==> src/rtl/led_step_seq.sv <==
// Timed 3-bit LED position sequencer (up / down / ping-pong / manual) feeding a 3-to-8 decoder.
// Latency: position and step_pulse update on the edge that sees the advance event (1 cycle); all outputs registered.
// Backpressure: none; en freezes the sequence and clears the prescaler, the outputs are always valid.
module led_step_seq #(
    parameter int CNT_MAX   = 25_000_000,
    parameter int CNT_WIDTH = 25
) (
    input  logic       Clk,
    input  logic       Reset,
    input  logic       en,
    input  logic [1:0] mode,
    input  logic       step_req,
    output logic       a,
    output logic       b,
    output logic       c,
    output logic       step_pulse
);

    localparam logic [1:0] MODE_UP     = 2'b00;
    localparam logic [1:0] MODE_DOWN   = 2'b01;
    localparam logic [1:0] MODE_PING   = 2'b10;
    localparam logic [1:0] MODE_MANUAL = 2'b11;

    // Terminal prescaler value; CNT_MAX=1 makes this 0 so every enabled cycle ticks.
    localparam logic [CNT_WIDTH-1:0] CNT_LAST = CNT_WIDTH'(CNT_MAX - 1);

    // Ping-pong direction; only meaningful in MODE_PING, held at DIR_UP otherwise.
    typedef enum logic {
        DIR_UP   = 1'b0,
        DIR_DOWN = 1'b1
    } dir_e;

    logic [CNT_WIDTH-1:0] cnt_q, cnt_d;
    logic [2:0]           pos_q, pos_d;
    dir_e                 dir_q, dir_d;
    logic                 step_pulse_q, step_pulse_d;

    logic run_prescaler;
    logic tick;
    logic manual_step;
    logic advance;

    // Prescaler: free-runs only while enabled in a timed mode, otherwise parked at zero.
    always_comb begin
        run_prescaler = en && (mode != MODE_MANUAL);
        tick          = run_prescaler && (cnt_q == CNT_LAST);
        cnt_d         = '0;
        if (run_prescaler && !tick) begin
            cnt_d = cnt_q + 1'b1;
        end
    end

    // Advance event: timer tick in the timed modes, or an enabled request in manual mode.
    always_comb begin
        manual_step = en && (mode == MODE_MANUAL) && step_req;
        advance     = tick || manual_step;
    end

    // Next position and ping-pong direction; dir snaps back to UP whenever ping-pong is not selected.
    always_comb begin
        pos_d = pos_q;
        dir_d = DIR_UP;
        unique case (mode)
            MODE_UP: begin
                if (advance) pos_d = pos_q + 3'd1;
            end
            MODE_DOWN: begin
                if (advance) pos_d = pos_q - 3'd1;
            end
            MODE_PING: begin
                dir_d = dir_q;
                if (advance) begin
                    if (dir_q == DIR_UP) begin
                        if (pos_q == 3'd7) begin
                            // Bounce off the top without repeating 7.
                            pos_d = 3'd6;
                            dir_d = DIR_DOWN;
                        end else begin
                            pos_d = pos_q + 3'd1;
                        end
                    end else begin
                        if (pos_q == 3'd0) begin
                            // Bounce off the bottom without repeating 0.
                            pos_d = 3'd1;
                            dir_d = DIR_UP;
                        end else begin
                            pos_d = pos_q - 3'd1;
                        end
                    end
                end
            end
            MODE_MANUAL: begin
                if (advance) pos_d = pos_q + 3'd1;
            end
            default: begin
                pos_d = pos_q;
            end
        endcase
    end

    // Step strobe marks the cycle in which a new position first appears on the outputs.
    always_comb begin
        step_pulse_d = advance;
    end

    // All sequencer state, including the direction FSM, in one registered block.
    always_ff @(posedge Clk or posedge Reset) begin
        if (Reset) begin
            cnt_q        <= '0;
            pos_q        <= 3'd0;
            dir_q        <= DIR_UP;
            step_pulse_q <= 1'b0;
        end else begin
            cnt_q        <= cnt_d;
            pos_q        <= pos_d;
            dir_q        <= dir_d;
            step_pulse_q <= step_pulse_d;
        end
    end

    // Outputs come straight from flops: no combinational path from any input.
    assign a          = pos_q[2];
    assign b          = pos_q[1];
    assign c          = pos_q[0];
    assign step_pulse = step_pulse_q;

endmodule

==> config.mk <==
export PLATFORM = sky130hd
export DESIGN_NAME = led_step_seq
export DESIGN_NICKNAME = d
export VERILOG_FILES = /design/src/rtl/led_step_seq.sv
export SDC_FILE = /design/constraint.sdc
export NUM_CORES = 1
export LEC_CHECK = 0
export CORE_MARGIN = 5
export CORE_UTILIZATION = 59
export DETAILED_ROUTE_END_ITERATION = 10
export PLACE_DENSITY = 0.79
export SLEW_MARGIN = 20
export SYNTH_ARGS = -nofsm -noshare
export SYNTH_HDL_FRONTEND = slang
export SYNTH_SLANG_ARGS = --single-unit
==> constraint.sdc <==
create_clock -name Clk -period 2 [get_ports Clk]
set_input_delay 0.4 -clock Clk [delete_from_list [all_inputs] [get_ports Clk]]
set_output_delay 0.4 -clock Clk [all_outputs]
set_load 0.1 [all_outputs]
-- Word level (Yosys, flattened, before mapping)
Index checks and enable logic that the tools add are counted.
- muxes and demuxes: 13
- add/subtract/negate cells: 3
- eq/ne operators: 9
- reductions and logical operators: 11
- operator list (cell ; count):
    adder 25 x 1 -> 25 bit, second input constant ; 1
    == test 25 bit, second input constant ; 1
    2-to-1 mux 25 bit ; 1
    2-to-1 mux 3 bit ; 6
    case mux 3 bit (3 select lines) ; 1
    != test 2 bit, second input constant ; 3
    logical AND 1 bit ; 5
    2-to-1 mux 1 bit ; 5
    == test 2 bit, second input constant ; 2
    adder 3 x 1 -> 3 bit, second input constant ; 1
    == test 3 bit, second input constant ; 1
    zero test 3 bit ; 1
    AND reduction 3 bit ; 1
    subtractor 3 x 1 -> 3 bit, second input constant ; 1
    == test 2 x 1 -> 1 bit, second input constant ; 1
    zero test 2 bit ; 1
    != test 2 x 1 -> 1 bit, second input constant ; 1
    OR reduction 2 bit ; 1
    zero test 1 bit ; 1
    logical OR 1 bit ; 1
- register bits: 30

-- Logic depth before layout (Yosys ltp)
Gate-level depths: netlist of run 1.
- word-level depth: 6
- mapped depth: 9
- gate-level depth less buffers: 9

-- Worst setup path after synthesis of run 1
Ideal clock, no wire load.
- path type: register to register
- start point: register pos_q[0]
- end point: register pos_q[1]
- buffers on the path: 0
- data arrival time: 2350 ps
- data required time: 1874 ps
- period minus slack after synthesis: 2476 ps
- slack: -476 ps
- stages on the path, launching flop included: 7
- library setup time: 126 ps
- path through: dfrtp_1 -> inv_1 -> ha_1 -> nor2b_1 -> o311a_1 -> a211o_1 -> mux2_2
- cells in the longest elaborated chain, start to end: 5
- elaborated cells on any way between the ends: 11
- those cells by class: add/sub: 2; eq/ne: 1; mux: 7; reduce/logical: 1
- RTL lines (item ; line ; source):
    from (decl) ; 34 ; logic [2:0] pos_q, pos_d;
    from (signal assigned) ; 115 ; pos_q <= pos_d;
    adder 3 x 1 -> 3 bit, or another cell as far along ; 65, 79, 93 ;
    2-to-1 mux 3 bit, on equally long branches ; 74, 82 ;
    2-to-1 mux 3 bit ; 73 ; if (dir_q == DIR_UP) begin
    2-to-1 mux 3 bit ; 72 ; if (advance) begin
    case mux 3 bit (3 select lines) * ; 63 ; unique case (mode)
Mark *: on every way between the ends. The rest lies on a longest branch, timed or not. The select of a mux whose other input is x is not followed.
A chain may end at the register's enable or synchronous reset.

-- Final worst setup path of run 1
- start point: register cnt_q[0]
- end point: register pos_q[1]
- cells in the longest elaborated chain, start to end: 5
- elaborated cells on any way between the ends: 7
- those cells by class: eq/ne: 4; reduce/logical: 3
- RTL lines (item ; line ; source):
    from (decl) ; 33 ; logic [CNT_WIDTH-1:0] cnt_q, cnt_d;
    from (signal assigned) ; 114 ; cnt_q <= cnt_d;
    == test 25 bit * ; 46 ; tick = run_prescaler && (cnt_q == CNT_LAST);
    logical AND 1 bit * ; 46 ;
    logical OR 1 bit * ; 56 ; advance = tick || manual_step;
    != test 2 bit (no line) or != test 2 x 1 -> 1 bit (tied branches) ; - ;
    AND reduction 3 bit (no line) * ; - ;
Mark *: on every way between the ends. The rest lies on a longest branch, timed or not.

==> run summary, run 1 <==
The run finished with clean final reports. The count of pins over their slew limit came out at 0. Summing the sequential cell areas from Yosys gives 40.7% of the chip area.

The total number of H-tree levels came out at 2. The count of mapped cells out of synthesis came out at 196. In the synthesized netlist, the cells that appear most often are sky130_fd_sc_hd__nor2_1, sky130_fd_sc_hd__dfrtp_1, sky130_fd_sc_hd__nand2_1, sky130_fd_sc_hd__xor2_1, sky130_fd_sc_hd__ha_1. The kind of critical path is reg -> reg. The post-synth net total came out at 213. The first-pass GRT wire length came out at 6790 microns. The startpoint type of the worst setup path is a flip-flop. The number of clock sinks seen by CTS came out at 30. The residual antenna-violating net count after detailed routing is 0.

The number of buffers on the longest clock path is 2. The category of cells accounting for the largest share of critical-path delay is compound AO/OA/AOI/OAI gates. After synthesis, the largest area contributor takes up 40.7% of total cell area.

The number of search-and-repair iterations in the first detailed-routing pass is 4. The largest individual stage delay along the critical path comes from the cell sky130_fd_sc_hd__dfrtp_1. The final critical path takes up 97.8% of the cycle. The post-placement worst setup slack came out at -0.263 ns. The number of hold violations in the final report came out at 0. The growth of design area from synthesis to finish came out at 16.8%. The worst pin sits at a relative slew slack of 67.9%. In this run the tool buffered the top-level ports with 9 buffer cells. During synthesis, Yosys emitted a total of 0 warnings. The flip-flop and latch count after synthesis came out at 30.

The initial antenna violation count came out at 0. The combined global-route utilization of all metal layers came out at 20.0%. The largest net degree at the start of global routing is 31. The final estimated routing congestion in global placement is 0.844. The count of buffering cells on the critical path with inverters included came out at 0. In this run the number of cells on the critical path is 6. The cell taking the most area after synthesis is sky130_fd_sc_hd__dfrtp_1.

The synthesized design contains 0 enable-type register cells. The routed via count divided by cell count is 5.64. Once the clock tree was built, the setup fixing pass inserted 0 buffers. For the worst flop-to-flop path, the logic depth is 6.

On the final layout, the worst hold slack is 0.434 ns. The detailed-route DRC error count came out at 0. For the pin with the worst max-slew slack, the measured transition is 0.479 ns.

The root buffer cell chosen for the clock tree is sky130_fd_sc_hd__clkbuf_4. The top-level port count is 10. The post-route total power came out at 1.73 mW. The most common cell in the synthesized netlist is sky130_fd_sc_hd__nor2_1.

The final layout contains 236 nets. For this configuration, the core starts out at a cell density of 60.9%. TritonCTS created 5 clock buffers. Max-cap violations in this run came to 0. The total negative slack for setup checks is 0 ns. TritonCTS built the clock tree. The worst setup path is captured at a flip-flop. By area the synthesized netlist is led by sky130_fd_sc_hd__dfrtp_1, sky130_fd_sc_hd__xor2_1, sky130_fd_sc_hd__ha_1.

The number of failing setup endpoints in the final timing report is 0. The average routed wire per standard cell is 14.0 microns. Setup repair after global routing could not meet its margin everywhere. The fraction of registers with async set or reset after synthesis is 100%.

The cell area that synthesis handed to floorplanning was 1840 sq um. The final cell area excluding filler cells came out at 2150 sq um. The die height came out at 65.9 microns. The total global routing overflow came out at 0. The floorplan step defined a die boundary enclosing 4340 sq um.

0 antenna diodes ended up in the layout. STA puts the critical path data arrival time at 2.17 ns. In this run the core area contains 20 standard-cell rows. For this block, the routed nets add up to 3710 microns of wire. The setup slack after layout came out at 0.0434 ns.

The hold buffer count at CTS is 0. The signal on the critical path passes through ha_1 > and4_1 > nand2_2 > o31ai_1 > a21oi_1 > mux2_2. The average instance in the mapped netlist occupies 9.41 sq um. The maximum single-stage delay on the critical path came out at 0.40 ns. The biggest fanout along the worst timing path is 4. The HPWL reported at the end of detailed placement came out at 2720 microns.

The insertion delay of the later-clocked pin in the worst-skew pair came out at 0.33 ns. The placed instances occupy a cell area of 2100 sq um. After clock tree synthesis, the clock-pin slew on the worst setup and hold paths is 0.08 ns. In this run the power density over the cells is 801 nW/um^2. The unique cell type count in the Yosys netlist came out at 42.

For the worst setup path, the data required time is 2.21 ns. The static power due to leakage came out at 0.959 nW. The fmax came out at 0.511 GHz. The register-to-register setup slack is 0.04 ns. The class of the worst hold path is in -> async. The die width came out at 65.9 microns. The worst setup skew after layout is 0.00628 ns. Of the cells placed in the final design, the portion with a size suffix greater than 1 is 18.6%. The number of filler cells placed in the layout came out at 225. The most used flip-flop cell after synthesis is sky130_fd_sc_hd__dfrtp_1. After layout, the minimum clock period comes to 1.96 ns.

The final route contains 1488 vias. The largest vdd supply drop is 896 uV. The floorplan step defined a core boundary enclosing 3030 sq um.

The DRC violation total after the first TritonRoute iteration is 97. The via count of the first global-routing pass was 1565.
## tightest hold or removal path: stages
cell,delay [ns]
sky130_fd_sc_hd__clkdlybuf4s50_1,0.39
sky130_fd_sc_hd__inv_1,0.05
sky130_fd_sc_hd__buf_4,0.34
## final cells by class
type,count,area (sq um),area share (%)
multi-input combinational,149,1030,47.9
sequential,30,759,35.2
timing repair buffer,23,223,10.3
tap,44,55.1,2.56
clock buffer,8,48.8,2.26
inverter,10,37.5,1.74
## placed cells by master (no fill, tap or decap), types with 2 or more instances in the layout
master	instances
sky130_fd_sc_hd__nor4_1	4
sky130_fd_sc_hd__nor2b_1	3
sky130_fd_sc_hd__nand3_1	6
sky130_fd_sc_hd__dfrtp_1	27
sky130_fd_sc_hd__a21oi_1	4
sky130_fd_sc_hd__buf_4	15
sky130_fd_sc_hd__clkbuf_4	5
sky130_fd_sc_hd__nor3b_1	2
sky130_fd_sc_hd__inv_1	8
sky130_fd_sc_hd__and3_1	5
sky130_fd_sc_hd__dfrtp_4	2
sky130_fd_sc_hd__clkdlybuf4s50_1	5
sky130_fd_sc_hd__nand4b_1	2
sky130_fd_sc_hd__and4_1	2
sky130_fd_sc_hd__nor3_1	3
sky130_fd_sc_hd__nor3_2	2
sky130_fd_sc_hd__nor2_1	31
sky130_fd_sc_hd__clkbuf_1	3
sky130_fd_sc_hd__ha_1	8
sky130_fd_sc_hd__nand2_1	17
sky130_fd_sc_hd__ha_4	2
sky130_fd_sc_hd__nand4_1	9
sky130_fd_sc_hd__and2_1	3
sky130_fd_sc_hd__xnor2_1	7
sky130_fd_sc_hd__o21ai_0	3
sky130_fd_sc_hd__inv_2	2
sky130_fd_sc_hd__xor2_1	16
sky130_fd_sc_hd__buf_12	3
sky130_fd_sc_hd__mux2_2	2
## repair_timing
item / CTS / global route
endpoints found under the setup margin: 0 / 19
resized for setup: 0 / 1
hold endpoints to repair: 0 / 0
## metrics by stage
| step | util, % | cells |
|---|---|---|
| global route | 71.2 | 264 |
| CTS | 71.0 | 264 |
| detailed placement | 69.4 | 256 |
| floorplan | - | 196 |
| finish | 71.2 | 264 |
| global placement | 69.4 | 256 |
## registers in the layout, indices dropped and copies added (netlist names)
| signal | flops |
|---|---|
| cnt_q | 25 |
| dir_q | 1 |
| pos_q | 3 |
| step_pulse | 1 |
## cells by family (layout without fill, tap and decap cells)
family | count (synthesis) | count (layout) | synth area share [%]
flip-flops | 30 | 30 | 40.7
AND/OR/NAND/NOR | 98 | 98 | 28.8
multiplexers | 3 | 3 | 1.76
XOR/XNOR | 23 | 23 | 10.9
AO/OA/AOI/OAI | 14 | 14 | 5.16
adder cells (fa/ha/maj) | 11 | 11 | 7.46
buffers and inverters | 17 | 41 | 5.16
## worst paths after layout
kind,start,end
min in group Clk,cnt_q[0],cnt_q[0]
max reg2reg,cnt_q[0],pos_q[1]
max in group asynchronous,Reset,pos_q[0]
min reg2reg,cnt_q[0],cnt_q[0]
min,Reset,pos_q[1]
max,cnt_q[0],pos_q[1]
## report_power, final
part / leakage, nW / switching (mW) / internal, mW
clock network: 0.0265 / 0.196 / 0.140
logic: 0.524 / 0.407 / 0.275
registers: 0.409 / 0.0565 / 0.650
total: 0.959 / 0.660 / 1.07
## layer usage
metal / vias up / wire length, microns / global-route usage [%]
met5: - / 0 / 0
met3: 9 / 142 / 4.93
li1: 718 / - / -
met4: 0 / 54 / 7.25
met1: 730 / 1690 / 24.9
met2: 31 / 1830 / 33.4
Power figures use the tool's default switching activity.
==> inputs of run 2 (changes only) <==
--- a/config.mk
+++ b/config.mk
@@ -6,9 +6,9 @@
 export NUM_CORES = 1
 export LEC_CHECK = 0
 export CORE_MARGIN = 5
-export CORE_UTILIZATION = 59
+export CORE_UTILIZATION = 55
 export DETAILED_ROUTE_END_ITERATION = 10
-export PLACE_DENSITY = 0.79
+export PLACE_DENSITY = 0.74
 export SLEW_MARGIN = 20
 export SYNTH_ARGS = -nofsm -noshare
 export SYNTH_HDL_FRONTEND = slang
==> run 2 against run 1 <==
Design area grew 0.87%. Sequential power is 2% higher. Combinational power fell by 4.8%. First-iteration DRC count decreased by 40%. Power is 1.2% higher. Global-route usage fell by 1.6 points. Clock power up 11%. Critical path depth unchanged. Non-clock buffer count fell by 2. Final cell count unchanged. Critical path type unchanged. Largest power group unchanged.
==> run summary, run 2 (synthesis gave the netlist of run 1 again) <==
The residual antenna-violating net count after detailed routing is 0 (unchanged). The relative slew slack came to 73.2% (+5.3 points). The routed via count divided by cell count came out at 5.60 (-0.67%).

The source of the worst register-to-register timing path is pos_q[0]. The die width is 67.9 microns (+3.0%). The flip-flop count of the largest register after layout came to 25 (unchanged). The total number of H-tree levels came to 2 (unchanged). The most common cell after layout, fill and taps aside is sky130_fd_sc_hd__nor2_1.

The total number of vias is 1478 (-0.67%). The most critical setup path has its startpoint at pos_q[0]. The clock period minus final worst setup slack came out at 1.96 ns (-0.00154 ns). The worst setup skew after layout came out at 0.0100 ns (+0.00373 ns). The biggest fanout along the worst timing path came out at 9 (+5). The utilization after layout came out at 66.2% (-5.0 points). The required time of the critical path came out at 2.21 ns (about the same).

The number of search-and-repair iterations in the first detailed-routing pass is 4 (unchanged). From synthesis to final layout, the design area changed by 17.8%. The number of clock sinks seen by CTS came to 30 (unchanged). The starting utilization of the core area is 56.2% (-4.8 points). The antenna diode count is 0 (unchanged).

TritonCTS built the clock tree. The largest net degree at the start of global routing came out at 31 (unchanged). The fraction of final layout cells sized beyond drive strength 1 came out at 20.2% (+1.5 points). The class of the worst hold path is in -> async. The via count of the first global-routing pass is 1538 (-1.7%).

The total power density per cell area came out at 804 nW/um^2 (+0.36%). The HPWL reported at the end of detailed placement is 2810 microns (+3.2%). The first-pass GRT wire length came out at 6530 microns (-3.8%).

The combined global-route utilization of all metal layers came out at 18.5% (-1.6 points). The clock buffer count from CTS was 5 (unchanged). The number of nets in the final layout came to 234 (-0.85%). Setup repair after global routing could not meet its margin everywhere. The floorplan core area came out at 3280 sq um (+8.5%). The largest vdd supply drop is 414 uV (-54%). The count of pins over their slew limit is 0 (unchanged). The number of placement rows was 21 (+5.0%). The total length of routed wires came out at 3630 microns (-2.0%). The post-route total power is 1.75 mW (+1.2%). The number of buffers on the longest clock path was 2 (unchanged).

The final estimated routing congestion in global placement was 0.945 (+12%). The fmax is 0.511 GHz (about the same). The static power due to leakage came out at 0.973 nW (+1.5%).

The number of hold violations in the final report is 0 (unchanged). The last element of the critical path is pos_q[1]. The fraction of the cycle the final worst path needs is 97.8% (about the same). The hold buffer count at CTS was 0 (unchanged).

The CTS clock-pin slew for the worst setup and hold paths came out at 0.10 ns (+0.02 ns). The largest registers in the layout are cnt_q: 25 flops, pos_q: 3 flops. The startpoint type of the worst setup path is a flip-flop.

The top cell types in the final layout, fill and taps aside, are sky130_fd_sc_hd__nor2_1, sky130_fd_sc_hd__dfrtp_1, sky130_fd_sc_hd__nand2_1. CTS placed an instance of sky130_fd_sc_hd__clkbuf_4 at the clock tree root. The register name with the most flops is cnt_q. The run finished with clean final reports. The register-to-register setup slack is 0.04 ns (about the same). The kind of critical path is reg -> reg. The number of max-cap violations came out at 0 (unchanged). The insertion delay of the later-clocked pin in the worst-skew pair was 0.32 ns (about the same). The top-level port count came out at 10 (unchanged). The detailed-route DRC error count came out at 0 (unchanged).

The average routed wire per standard cell came out at 13.8 microns (-2.0%). The total global routing overflow came out at 0 (unchanged). The number of buffers inserted by port buffering came to 9 (unchanged).

The arrival time of data at the critical path endpoint is 2.16 ns (about the same). The actual slew at the worst max-slew pin was 0.392 ns (-0.0866 ns). The path depth of the worst reg2reg path is 6 (unchanged). The full die area came out at 4610 sq um (+6.1%). The number of setup buffers added after CTS came out at 0 (unchanged).

The DRC violation total after the first TritonRoute iteration was 58 (-40%). The initial antenna violation count is 0 (unchanged). The die height came out at 67.9 microns (+3.0%). The worst setup path is captured at a flip-flop. The number of failing setup endpoints in the final timing report came out at 0 (unchanged).

In this run the critical register-to-register path is captured at pos_q[1].
==> run 2: cell types whose count changed in the layout (fill, tap and decap cells not counted), sizes merged <==
| cell | delta |
|---|---|
| clkbuf | -2 |
| clkinv | +1 |
| buf | -2 |
| clkinvlp | +1 |
==> run 2: per-stage QoR <==
step           instance area, sq um  setup slack (ns)  hold slack (ns)  TNS (ns)  cells
6_report                       2170            0.0450            0.436         0    264
5_1_grt                        2170          -0.00858            0.499  -0.00858    264
4_1_cts                        2150            0.0280            0.455         0    264
3_5_place_dp                   2090            -0.220            0.479     -1.83    256
3_3_place_gp                   2090            -0.147            0.471     -1.04    256
2_1_floorplan                  1880            0.0107            0.450         0    196
==> run 2: report_power, final <==
part,switching (mW),leakage (nW),internal (mW)
Sequential,0.0723,0.409,0.651
Combinational,0.389,0.531,0.259
Clock,0.206,0.0343,0.169
==> run 2: layout make-up <==
class	instances	area [sq um]
Timing Repair Buffer	21	208
Clock inverter	2	12.5
Sequential cell	30	759
Fill cell	278	1110
Inverter	10	37.5
Multi-Input combinational cell	149	1050
Tap cell	46	57.6
Clock buffer	6	51.3
==> run 2: worst min path at each step <==
stage               end     start  slack, ns
6_report       cnt_q[5]     Reset       0.44
5_1_grt        cnt_q[0]     Reset       0.50
4_1_cts        cnt_q[0]     Reset       0.46
3_5_place_dp   cnt_q[0]  cnt_q[0]       0.48
3_3_place_gp   cnt_q[0]  cnt_q[0]       0.47
2_1_floorplan  cnt_q[0]  cnt_q[0]       0.45
==> run 2: what timing repair did <==
action | in CTS | in global routing
setup endpoints to repair | 0 | 29
endpoints found under the hold margin | 0 | 0
resized for setup | 0 | 4
==> run 2: per-layer routing <==
| metal | global-route usage, % | share of wire, % |
|---|---|---|
| met5 | 0 | 0 |
| met4 | 6.95 | 2.1 |
| met3 | 3.78 | 3.9 |
| met2 | 34.0 | 53 |
| met1 | 20.8 | 41 |
==> run 2: critical path, stage by stage, from the launching register on <==
cell,delay [ns]
sky130_fd_sc_hd__dfrtp_4,0.56
sky130_fd_sc_hd__ha_4,0.19
sky130_fd_sc_hd__ha_2,0.17
sky130_fd_sc_hd__nor2b_1,0.13
sky130_fd_sc_hd__o311a_1,0.29
sky130_fd_sc_hd__a211o_1,0.24
sky130_fd_sc_hd__mux2_2,0.26
==> inputs of run 3 (changes only) <==
--- a/config.mk
+++ b/config.mk
@@ -8,6 +8,7 @@
 export CORE_MARGIN = 5
 export CORE_UTILIZATION = 55
 export DETAILED_ROUTE_END_ITERATION = 10
+export HOLD_SLACK_MARGIN = 0.1
 export PLACE_DENSITY = 0.74
 export SLEW_MARGIN = 20
 export SYNTH_ARGS = -nofsm -noshare
==> results of run 3 <==
No change in the layout: final DEF, timing and power equal those of run 2.
